[config.mk]
export PLATFORM = sky130hd
export DESIGN_NAME = ram_port_arbiter_flat
export DESIGN_NICKNAME = d
export VERILOG_FILES = /design/src/rtl/ram_port_arbiter_if.sv /design/src/rtl/ram_port_arbiter.sv /design/src/flat_wrapper.sv
export SDC_FILE = /design/constraint.sdc
export NUM_CORES = 1
export LEC_CHECK = 0
export ABC_CLOCK_PERIOD_IN_PS = 7500
export CORE_MARGIN = 5
export CORE_UTILIZATION = 39
export CTS_CLUSTER_SIZE = 20
export DETAILED_ROUTE_END_ITERATION = 8
export DONT_BUFFER_PORTS = 1
export PLACE_DENSITY = 0.58
export SLEW_MARGIN = 15
export SYNTH_ARGS = -nofsm -noshare
export SYNTH_HDL_FRONTEND = slang
export SYNTH_SLANG_ARGS = --single-unit
[constraint.sdc]
create_clock -name clk -period 7.5 [get_ports clk]
set_input_delay 1.125 -clock clk [delete_from_list [all_inputs] [get_ports clk]]
set_output_delay 1.125 -clock clk [all_outputs]
set_load 0.05 [all_outputs]
[src/rtl/ram_port_arbiter_if.sv]
// ram_port_arbiter_if
//  Signal bundle between the IF/MEM requesters, the port arbiter and the
//  single data RAM port.
//  Modports:
//   slave  - the arbiter. It takes the requests and the RAM read data, and
//            drives the acks, read data, stall, and the RAM port controls.
//   master - the environment: the IF/MEM stages plus the RAM macro.
//  Signals:
//   i_req/i_addr/i_ack/i_rdata                  instruction fetch port (read-only)
//   d_req/d_we/d_sel/d_addr/d_wdata/d_ack/d_rdata  MEM stage data port
//   stall_o                                     pending-request stall to the pipeline
//   ram_en/ram_wr/ram_sel/ram_addr/ram_wdata    to the RAM macro
//   ram_rdata                                   from the RAM macro (combinational)
interface ram_port_arbiter_if #(
  parameter int DW = 32,
  parameter int AW = 32
);
  logic          i_req;
  logic [AW-1:0] i_addr;
  logic          i_ack;
  logic [DW-1:0] i_rdata;

  logic          d_req;
  logic          d_we;
  logic [3:0]    d_sel;
  logic [AW-1:0] d_addr;
  logic [DW-1:0] d_wdata;
  logic          d_ack;
  logic [DW-1:0] d_rdata;

  logic          stall_o;

  logic          ram_en;
  logic          ram_wr;
  logic [3:0]    ram_sel;
  logic [AW-1:0] ram_addr;
  logic [DW-1:0] ram_wdata;
  logic [DW-1:0] ram_rdata;

  modport slave (
    input  i_req, i_addr, d_req, d_we, d_sel, d_addr, d_wdata, ram_rdata,
    output i_ack, i_rdata, d_ack, d_rdata, stall_o,
           ram_en, ram_wr, ram_sel, ram_addr, ram_wdata
  );

  modport master (
    output i_req, i_addr, d_req, d_we, d_sel, d_addr, d_wdata, ram_rdata,
    input  i_ack, i_rdata, d_ack, d_rdata, stall_o,
           ram_en, ram_wr, ram_sel, ram_addr, ram_wdata
  );
endinterface

[src/rtl/ram_port_arbiter.sv]
// ram_port_arbiter
//  Shares the single byte-lane data RAM port between instruction fetch (I,
//  read-only) and the MEM stage (D, read/write). A registered grant FSM
//  (IDLE / GNT_I / GNT_D) owns the RAM for one cycle per grant. The
//  requester then gets a one-cycle ack pulse together with the registered
//  read data. D has priority out of IDLE. A burst counter stops D from
//  starving a pending fetch.
//  Ports:
//   clk  - clock, all state on posedge
//   rst  - asynchronous active-high reset
//   bus  - ram_port_arbiter_if.slave (request ports, stall, RAM port)
module ram_port_arbiter #(
  parameter int DW          = 32,
  parameter int AW          = 32,
  parameter int MAX_D_BURST = 4
) (
  input  logic                 clk,
  input  logic                 rst,
  ram_port_arbiter_if.slave    bus
);

  // RAM wr_en encoding.
  localparam logic RAM_WRITE = 1'b1;
  localparam logic RAM_READ  = 1'b0;

  localparam int CW = $clog2(MAX_D_BURST + 1);

  typedef enum logic [1:0] {IDLE, GNT_I, GNT_D} state_t;

  state_t        state, state_nxt;
  logic          i_ack_q, d_ack_q;
  logic [DW-1:0] i_rdata_q, d_rdata_q;
  logic [CW-1:0] burst_cnt;
  logic          lat_wr;
  logic [3:0]    lat_sel;
  logic [AW-1:0] lat_addr;
  logic [DW-1:0] lat_wdata;

  logic i_elig, d_elig, burst_full, grant_i, grant_d;

  // The ack cycle never counts as a fresh request from the same requester.
  assign i_elig     = bus.i_req & ~i_ack_q;
  assign d_elig     = bus.d_req & ~d_ack_q;
  assign burst_full = (burst_cnt == CW'(MAX_D_BURST));

  always_comb begin
    state_nxt = IDLE;
    unique case (state)
      IDLE: begin
        if (i_elig && d_elig) state_nxt = burst_full ? GNT_I : GNT_D;
        else if (d_elig)      state_nxt = GNT_D;
        else if (i_elig)      state_nxt = GNT_I;
      end
      // A grant never repeats for the same requester, which gives strict
      // alternation when both sides keep requesting.
      GNT_I: if (d_elig) state_nxt = GNT_D;
      GNT_D: if (i_elig) state_nxt = GNT_I;
      default: state_nxt = IDLE;
    endcase
  end

  // GNT_x never follows GNT_x, so entering a grant state is simply next == GNT_x.
  assign grant_i = (state_nxt == GNT_I);
  assign grant_d = (state_nxt == GNT_D);

  always_ff @(posedge clk or posedge rst) begin
    if (rst) begin
      state     <= IDLE;
      i_ack_q   <= 1'b0;
      d_ack_q   <= 1'b0;
      i_rdata_q <= '0;
      d_rdata_q <= '0;
      burst_cnt <= '0;
      lat_wr    <= RAM_READ;
      lat_sel   <= '0;
      lat_addr  <= '0;
      lat_wdata <= '0;
    end else begin
      state   <= state_nxt;
      i_ack_q <= (state == GNT_I);
      d_ack_q <= (state == GNT_D);

      if (state == GNT_I)                        i_rdata_q <= bus.ram_rdata;
      if (state == GNT_D && lat_wr == RAM_READ)  d_rdata_q <= bus.ram_rdata;

      // Request fields are frozen at the grant edge. Later changes are ignored.
      if (grant_d) begin
        lat_wr    <= bus.d_we ? RAM_WRITE : RAM_READ;
        lat_sel   <= bus.d_sel;
        lat_addr  <= bus.d_addr;
        lat_wdata <= bus.d_wdata;
      end else if (grant_i) begin
        lat_wr    <= RAM_READ;
        lat_sel   <= 4'hF;
        lat_addr  <= bus.i_addr;
      end

      // Counts D grants taken while a fetch waits. Saturates at the limit.
      if (grant_i || !i_elig)           burst_cnt <= '0;
      else if (grant_d && !burst_full)  burst_cnt <= burst_cnt + 1'b1;
    end
  end

  assign bus.i_ack     = i_ack_q;
  assign bus.d_ack     = d_ack_q;
  assign bus.i_rdata   = i_rdata_q;
  assign bus.d_rdata   = d_rdata_q;
  assign bus.stall_o   = (bus.i_req & ~i_ack_q) | (bus.d_req & ~d_ack_q);
  assign bus.ram_en    = (state != IDLE);
  assign bus.ram_wr    = (state != IDLE) ? lat_wr : RAM_READ;
  assign bus.ram_sel   = lat_sel;
  assign bus.ram_addr  = lat_addr;
  assign bus.ram_wdata = lat_wdata;

endmodule

[src/flat_wrapper.sv]
// flat-port wrapper written by rule: the top's interface ports become plain ports
module ram_port_arbiter_flat 
#(
  parameter int DW          = 32,
  parameter int AW          = 32,
  parameter int MAX_D_BURST = 4
)
  (clk, rst, bus_i_req, bus_i_addr, bus_d_req, bus_d_we, bus_d_sel, bus_d_addr, bus_d_wdata, bus_ram_rdata, bus_i_ack, bus_i_rdata, bus_d_ack, bus_d_rdata, bus_stall_o, bus_ram_en, bus_ram_wr, bus_ram_sel, bus_ram_addr, bus_ram_wdata);
  ram_port_arbiter_if #(.DW(DW), .AW(AW)) bus_i ();
  input  logic clk;
  input  logic rst;
  input wire logic [$bits(bus_i.i_req)-1:0] bus_i_req;
  input wire logic [$bits(bus_i.i_addr)-1:0] bus_i_addr;
  input wire logic [$bits(bus_i.d_req)-1:0] bus_d_req;
  input wire logic [$bits(bus_i.d_we)-1:0] bus_d_we;
  input wire logic [$bits(bus_i.d_sel)-1:0] bus_d_sel;
  input wire logic [$bits(bus_i.d_addr)-1:0] bus_d_addr;
  input wire logic [$bits(bus_i.d_wdata)-1:0] bus_d_wdata;
  input wire logic [$bits(bus_i.ram_rdata)-1:0] bus_ram_rdata;
  output wire logic [$bits(bus_i.i_ack)-1:0] bus_i_ack;
  output wire logic [$bits(bus_i.i_rdata)-1:0] bus_i_rdata;
  output wire logic [$bits(bus_i.d_ack)-1:0] bus_d_ack;
  output wire logic [$bits(bus_i.d_rdata)-1:0] bus_d_rdata;
  output wire logic [$bits(bus_i.stall_o)-1:0] bus_stall_o;
  output wire logic [$bits(bus_i.ram_en)-1:0] bus_ram_en;
  output wire logic [$bits(bus_i.ram_wr)-1:0] bus_ram_wr;
  output wire logic [$bits(bus_i.ram_sel)-1:0] bus_ram_sel;
  output wire logic [$bits(bus_i.ram_addr)-1:0] bus_ram_addr;
  output wire logic [$bits(bus_i.ram_wdata)-1:0] bus_ram_wdata;
  assign bus_i.i_req = bus_i_req;
  assign bus_i.i_addr = bus_i_addr;
  assign bus_i.d_req = bus_d_req;
  assign bus_i.d_we = bus_d_we;
  assign bus_i.d_sel = bus_d_sel;
  assign bus_i.d_addr = bus_d_addr;
  assign bus_i.d_wdata = bus_d_wdata;
  assign bus_i.ram_rdata = bus_ram_rdata;
  assign bus_i_ack = bus_i.i_ack;
  assign bus_i_rdata = bus_i.i_rdata;
  assign bus_d_ack = bus_i.d_ack;
  assign bus_d_rdata = bus_i.d_rdata;
  assign bus_stall_o = bus_i.stall_o;
  assign bus_ram_en = bus_i.ram_en;
  assign bus_ram_wr = bus_i.ram_wr;
  assign bus_ram_sel = bus_i.ram_sel;
  assign bus_ram_addr = bus_i.ram_addr;
  assign bus_ram_wdata = bus_i.ram_wdata;
  ram_port_arbiter #(.DW(DW), .AW(AW), .MAX_D_BURST(MAX_D_BURST)) u_core (.clk(clk), .rst(rst), .bus(bus_i));
endmodule
==> results of run 1 <==
==> final timing paths <==
| path | to | slack (ps) |
|---|---|---|
| worst min-delay path | u_core.bus.d_ack | 550 |
| worst max-delay path | bus_stall_o | 4400 |
| worst max register to register | u_core.burst_cnt[1] | 4460 |
| max in group asynchronous | u_core.bus.i_rdata[28] | 5760 |
| min in group asynchronous | u_core.bus.ram_wdata[9] | 600 |
| worst min register to register | u_core.bus.d_ack | 550 |
==> cell families after synthesis <==
group                      Yosys count  share of synthesized area [%]
DFF                                140                           61.9
muxes                              130                           25.1
and+or+nand+nor                     48                           4.35
AOI/OAI and AO/OA                   44                           4.42
buffers and inverters               34                           3.09
adders and majority gates            5                           1.10
==> placed cells by master, fill, tap and decap left out, types with 2 or more instances in the layout <==
| cell | synthesis | routed |
|---|---|---|
| dfrtp_1 | 140 | 140 |
| mux2_2 | 93 | 93 |
| nand2_1 | 34 | 34 |
| o21ai_0 | 34 | 33 |
| mux2i_1 | 32 | 32 |
| clkbuf_16 | 0 | 17 |
| inv_1 | 10 | 9 |
| clkinv_2 | 0 | 6 |
| mux2_1 | 5 | 5 |
| a2bb2oi_1 | 4 | 4 |
| inv_6 | 0 | 3 |
| nor4bb_1 | 3 | 3 |
| ha_1 | 5 | 3 |
| clkinv_4 | 0 | 3 |
| nand2b_1 | 3 | 2 |
| ha_2 | 0 | 2 |
| clkinvlp_4 | 0 | 2 |
==> power by group <==
part | switching (mW) | internal, mW | leakage, nW
clock network | 0.319 | 0.464 | 0.276
registers | 1.26 | 1.02 | 1.66
logic | 0.174 | 0.230 | 0.784
total | 1.75 | 1.72 | 2.72
==> layer usage <==
metal	wire (um)	GRT usage, %	share of wire, %	up-vias
li1	-	-	-	1389
met1	4060	14.1	33	1508
met2	6190	23.9	50	187
met3	1850	9.11	15	10
met4	183	5.02	1.5	0
met5	0	0	0	-
==> state kept, by name, indices dropped and copies added (netlist names) <==
register / count
u_core.bus.i_rdata: 32
u_core.state: 2
u_core.lat_wr: 1
u_core.bus.d_ack: 1
u_core.bus.d_rdata: 32
u_core.bus.ram_addr: 32
u_core.bus.ram_wdata: 32
u_core.bus.ram_sel: 4
u_core.burst_cnt: 3
u_core.bus.i_ack: 1
==> synth_stat cells, drive strengths merged <==
library cell	count
nor4	1
mux2	98
inv	10
buf	16
a2bb2oi	4
nor3b	2
and4b	1
o31a	1
a21boi	1
and2	1
nor4bb	3
nor2b	1
nand2	34
nor4b	1
o31ai	1
nand2b	3
or2	1
clkbuf	8
a211o	1
ha	5
mux2i	32
o21ai	34
a211oi	1
dfrtp	140
a21oi	1
==> stage by stage <==
| stage | instances | utilization, % |
|---|---|---|
| 3_3_place_gp | 563 | 40.2 |
| 2_1_floorplan | 401 | - |
| 4_1_cts | 595 | 44.1 |
| 5_1_grt | 595 | 44.1 |
| 6_report | 595 | 44.1 |
| 3_5_place_dp | 563 | 40.2 |
==> cell type report <==
class | instances | area (um^2)
Inverter | 10 | 42.5
Multi-Input combinational cell | 227 | 1990
Tap cell | 184 | 230
Clock inverter | 14 | 119
Sequential cell | 140 | 3500
Clock buffer | 18 | 439
Timing Repair Buffer | 2 | 18.8
Fill cell | 1315 | 8030
==> run metrics, run 1 <==
nets@finish=540; CP max FO=6; Critical Path AT=1970 ps; cell accounting for the most synthesized area=dfrtp_1; Post-Synthesis Cells=401; Post-CTS Hold Buffers=0; cell family with most CP delay=flip-flops; Post-CTS Setup Bufs=0; vias in the first global route=3513; worst hold slack=551 ps; overflow left after global routing=0; drt total wl=12.3 mm; clk_skew=7.21 ps; die height=130 um; Power Dens Cells=547 nW/um^2; ranking of synthesized cells by area=dfrtp_1 62%, mux2_2 18%, mux2i_1 5.7%; peak supply drop=0.217 mV; Mapped Nets=543; crit share post-route=41.3%; Hold WC Path Type=reg -> reg; I/O pins=274; port bufs=0; Area Overhead vs Synth=12.0%; hpwl dp=8.91 mm; global-route wire length before repair=18.4 mm; DP Worst Slack=3980 ps; DIE AREA=17000 um^2; Max Fclk=0.323 GHz; CP Class=reg -> out; GRT Total Usage=14.1%; reg2reg path depth=5; latest clock arrival within the worst-skew pair=410 ps; Overall Power=3.47 mW; flop and latch count out of synthesis=140; CTS tree=built; Root Buffer=clkbuf_16; relative slew slack=29.4%; # clock sinks=140; Fin. Hold Viols=0; GPL Wtd Cong=0.701; htree depth=4; Initial Util=39.4%; fin worst setup slack=4400 ps; synth warn=0; clock slew at reported path FFs=60 ps; Final Setup Violations=0; Setup TNS=0 ps; Clock Path Buffers=2; stages on the worst setup path=2; Leakage Power=2.72 nW; number of CTS-inserted buffers=17; largest net degree at the start of global routing=87; post-CTS sizing=0; drc violations=0; RSZ-0062 raised after global routing=false; min Tclk post-route=3100 ps; Max Cap Viol=0; Cell Area, Placed=5780 um^2; Critical Path End Type=output pin; Post-Syn Area=5660 um^2; Die Width=130 um; min-delay src=u_core.state[1]; Syn Area/Cell=14.1 um^2; routed vias=3094; DRT Pass-1 Iters=4; vias per cell=5.20; antenna cells=0; CP max stage cell=dfrtp_1; Worst Tran Pin Value=1050 ps; status=completed; Crit path buffers/inverters=0; core box area=14400 um^2; worst r2r src=u_core.bus.d_ack; routed wire length per instance=20.7 um; Max Slew Vio Count=0; Worst EP required=6380 ps; drt initial violations=58; ANT nets after route=0; Rows=44; Netlist cell types=29; fin area=6340 um^2; share of cells above drive strength 1=32.4%; register area share after synthesis=61.9%; CP Cell Sequence=nand2b_1 -> o21ai_1; Max stage delay on crit path=620 ps; Hold Crit Depth=1; Synth top area share=61.9%; Setup crit start=u_core.bus.i_ack; CP startpoint kind=flop; initial antenna violation count=0
(Power assumes the default switching activity.)
==> run 2, diff against run 1 <==
ABC_CLOCK_PERIOD_IN_PS = 3100   (was 7500)
clock period = 3.1 ns   (was 7.5 ns; I/O delays follow)
==> run metrics, run 2 (synthesis gave the netlist of run 1 again) <==
drc violations=0 (unchanged); Rows=44 (unchanged); CP max FO=33 (+27); Area Overhead vs Synth=13.5%; Clk pwr share=23.6% (+1.0 points); uppermost layer routed=met4; Hold WC Path Type=in -> async; Max stage delay on crit path=730 ps (+110 ps); Max Slew Vio Count=0 (unchanged); fin area=6430 um^2 (+1.3%); Crit path buffers/inverters=0 (unchanged); P_int=4.31 mW (+150%); htree depth=4 (unchanged); DIE AREA=17000 um^2 (unchanged); Fin. Hold Viols=0 (unchanged); core box area=14400 um^2 (unchanged); most common cell after layout, fill and taps aside=dfrtp_1; Power Dens Cells=1330 nW/um^2 (+140%); Max Cap Viol=0 (unchanged); Cell Area, Placed=5830 um^2 (+0.84%); hpwl dp=9.22 mm (+3.5%); Critical Path End Type=flop; Worst Tran Pin Value=890 ps (-161 ps); Initial Util=39.4% (unchanged); metal2 WL=6.02 mm (-2.8%); clk_skew=8.92 ps (+1.71 ps); Routed met3 length=1.87 mm (+0.86%); clock slew at reported path FFs=60 ps (about the same); stages on the worst setup path=5 (+3); Overall Power=8.52 mW (+150%); M1 WL=4.37 mm (+7.5%); CP startpoint kind=flop; min Tclk post-route=2570 ps; reg2reg path depth=5 (unchanged); switching power=4.21 mW (+140%); antenna cells=0 (unchanged); Worst EP required=3390 ps (-2990 ps); cell family with most CP delay=flip-flops; global-route wire length before repair=18.6 mm (+1.1%); CP Cell Sequence=nand2b_1 -> o31a_1 -> ha_2 -> nand2b_1 -> a2bb2oi_1; peak supply drop=0.528 mV (+140%); sequential share of power=64.7% (-1.1 points); Die Width=130 um (unchanged); DRT Pass-1 Iters=5 (+1); Setup TNS=0 ps (unchanged); CP dominant cell by count=nand2b_1; Post-CTS Setup Bufs=0 (unchanged); Critical Path AT=2860 ps (+890 ps); port bufs=0 (unchanged); CP Class=reg -> reg; nets@finish=545 (+0.93%); # clock sinks=140 (unchanged); vias per cell=5.21 (+0.26%); die height=130 um (unchanged); drt total wl=12.4 mm (+0.86%); Clock Path Buffers=2 (unchanged); Switching Fraction=49.4% (-1.1 points); post-CTS sizing=0 (unchanged); drt initial violations=78 (+34%); commonest cells after routing, fill and taps aside=140 x dfrtp_1, 93 x mux2_2, 34 x nand2_1, 33 x o21ai_0, 32 x mux2i_1; CP max stage cell=dfrtp_1; routed wire length per instance=20.7 um (about the same); Worst Setup EP=u_core.bus.ram_sel[1]; crit share post-route=83.0%; ANT nets after route=0 (unchanged); Final Setup Violations=0 (unchanged); worst hold slack=89.9 ps (-461 ps); Leakage Power=2.75 nW (+1.2%); FF-to-FF End=u_core.bus.ram_sel[1]; CTS tree=built; largest net degree at the start of global routing=82 (-5.7%); post-layout util=44.7% (+0.59 points); GPL Wtd Cong=0.730 (+4.2%); Max Fclk=0.389 GHz; Setup crit start=u_core.bus.i_ack; initial antenna violation count=0 (unchanged); latest clock arrival within the worst-skew pair=410 ps (about the same); relative slew slack=40.7% (+11 points); vias in the first global route=3448 (-1.9%); overflow left after global routing=0 (unchanged); combinational share of power=11.8% (about the same); R2R setup slack=530 ps (-3930 ps); routed vias=3128 (+1.1%); GRT Total Usage=14.4% (+0.21 points); RSZ-0062 raised after global routing=false; Root Buffer=clkbuf_16; number of CTS-inserted buffers=17 (unchanged); Post-CTS Hold Buffers=0 (unchanged); worst r2r src=u_core.bus.i_ack; status=completed; I/O pins=274 (unchanged); share of cells above drive strength 1=32.7% (+0.33 points)
## run 2: cell types whose count changed in the layout (fill, tap and decap cells not counted), sizes merged
cell,previous run,this run
clkinv,9,3
buf,2,7
clkbuf,18,23
clkinvlp,2,4
inv,12,10
bufinv,1,2
## run 2: how the worst min path moves through the flow
| stage | startpoint | endpoint | cells after the start |
|---|---|---|---|
| finish | rst | u_core.bus.ram_wdata[1] | 1 |
| global route | rst | u_core.bus.ram_wdata[1] | 1 |
| CTS | rst | u_core.bus.ram_wdata[30] | 1 |
| detailed placement | u_core.state[1] | u_core.bus.d_ack | 1 |
| global placement | rst | u_core.bus.ram_wdata[2] | 1 |
| floorplan | u_core.state[1] | u_core.bus.d_ack | 1 |
## run 2: routing by layer
layer | vias to the layer above | track usage, %
met4 | 0 | 4.96
li1 | 1403 | -
met5 | - | 0
met1 | 1520 | 15.2
met3 | 12 | 8.54
met2 | 193 | 23.8
## run 2: final cells by class
cell class,instances,area [um^2]
clock buffer,23,488
clock inverter,9,110
fill,1325,7940
inverter,10,41.3
multi-input combinational,227,1990
sequential,140,3500
tap,184,230
timing repair buffer,7,65.1
## run 2: per-stage QoR
step / std cells / setup slack [ps]
6_report: 600 / 527
5_1_grt: 600 / 314
4_1_cts: 600 / 475
3_5_place_dp: 568 / 475
3_3_place_gp: 568 / 531
2_1_floorplan: 401 / 813
## run 2: worst register-to-register path, cell delays in order, from the launching register on
cell	delay (ps)
dfrtp_1	730
nand2b_1	310
o31a_1	220
ha_2	720
nand2b_1	280
a2bb2oi_1	200
## run 2: power groups by stage
| stage | clock network (mW) | registers [mW] | logic [mW] |
|---|---|---|---|
| 6_report | 2.01 | 5.51 | 1.00 |
| 5_1_grt | 2.14 | 5.61 | 1.14 |
| 4_1_cts | 2.07 | 5.55 | 1.03 |
| 3_5_place_dp | 0 | 5.58 | 1.04 |
| 3_3_place_gp | 0 | 5.58 | 0.981 |
| 2_1_floorplan | 0 | 5.36 | 0.897 |
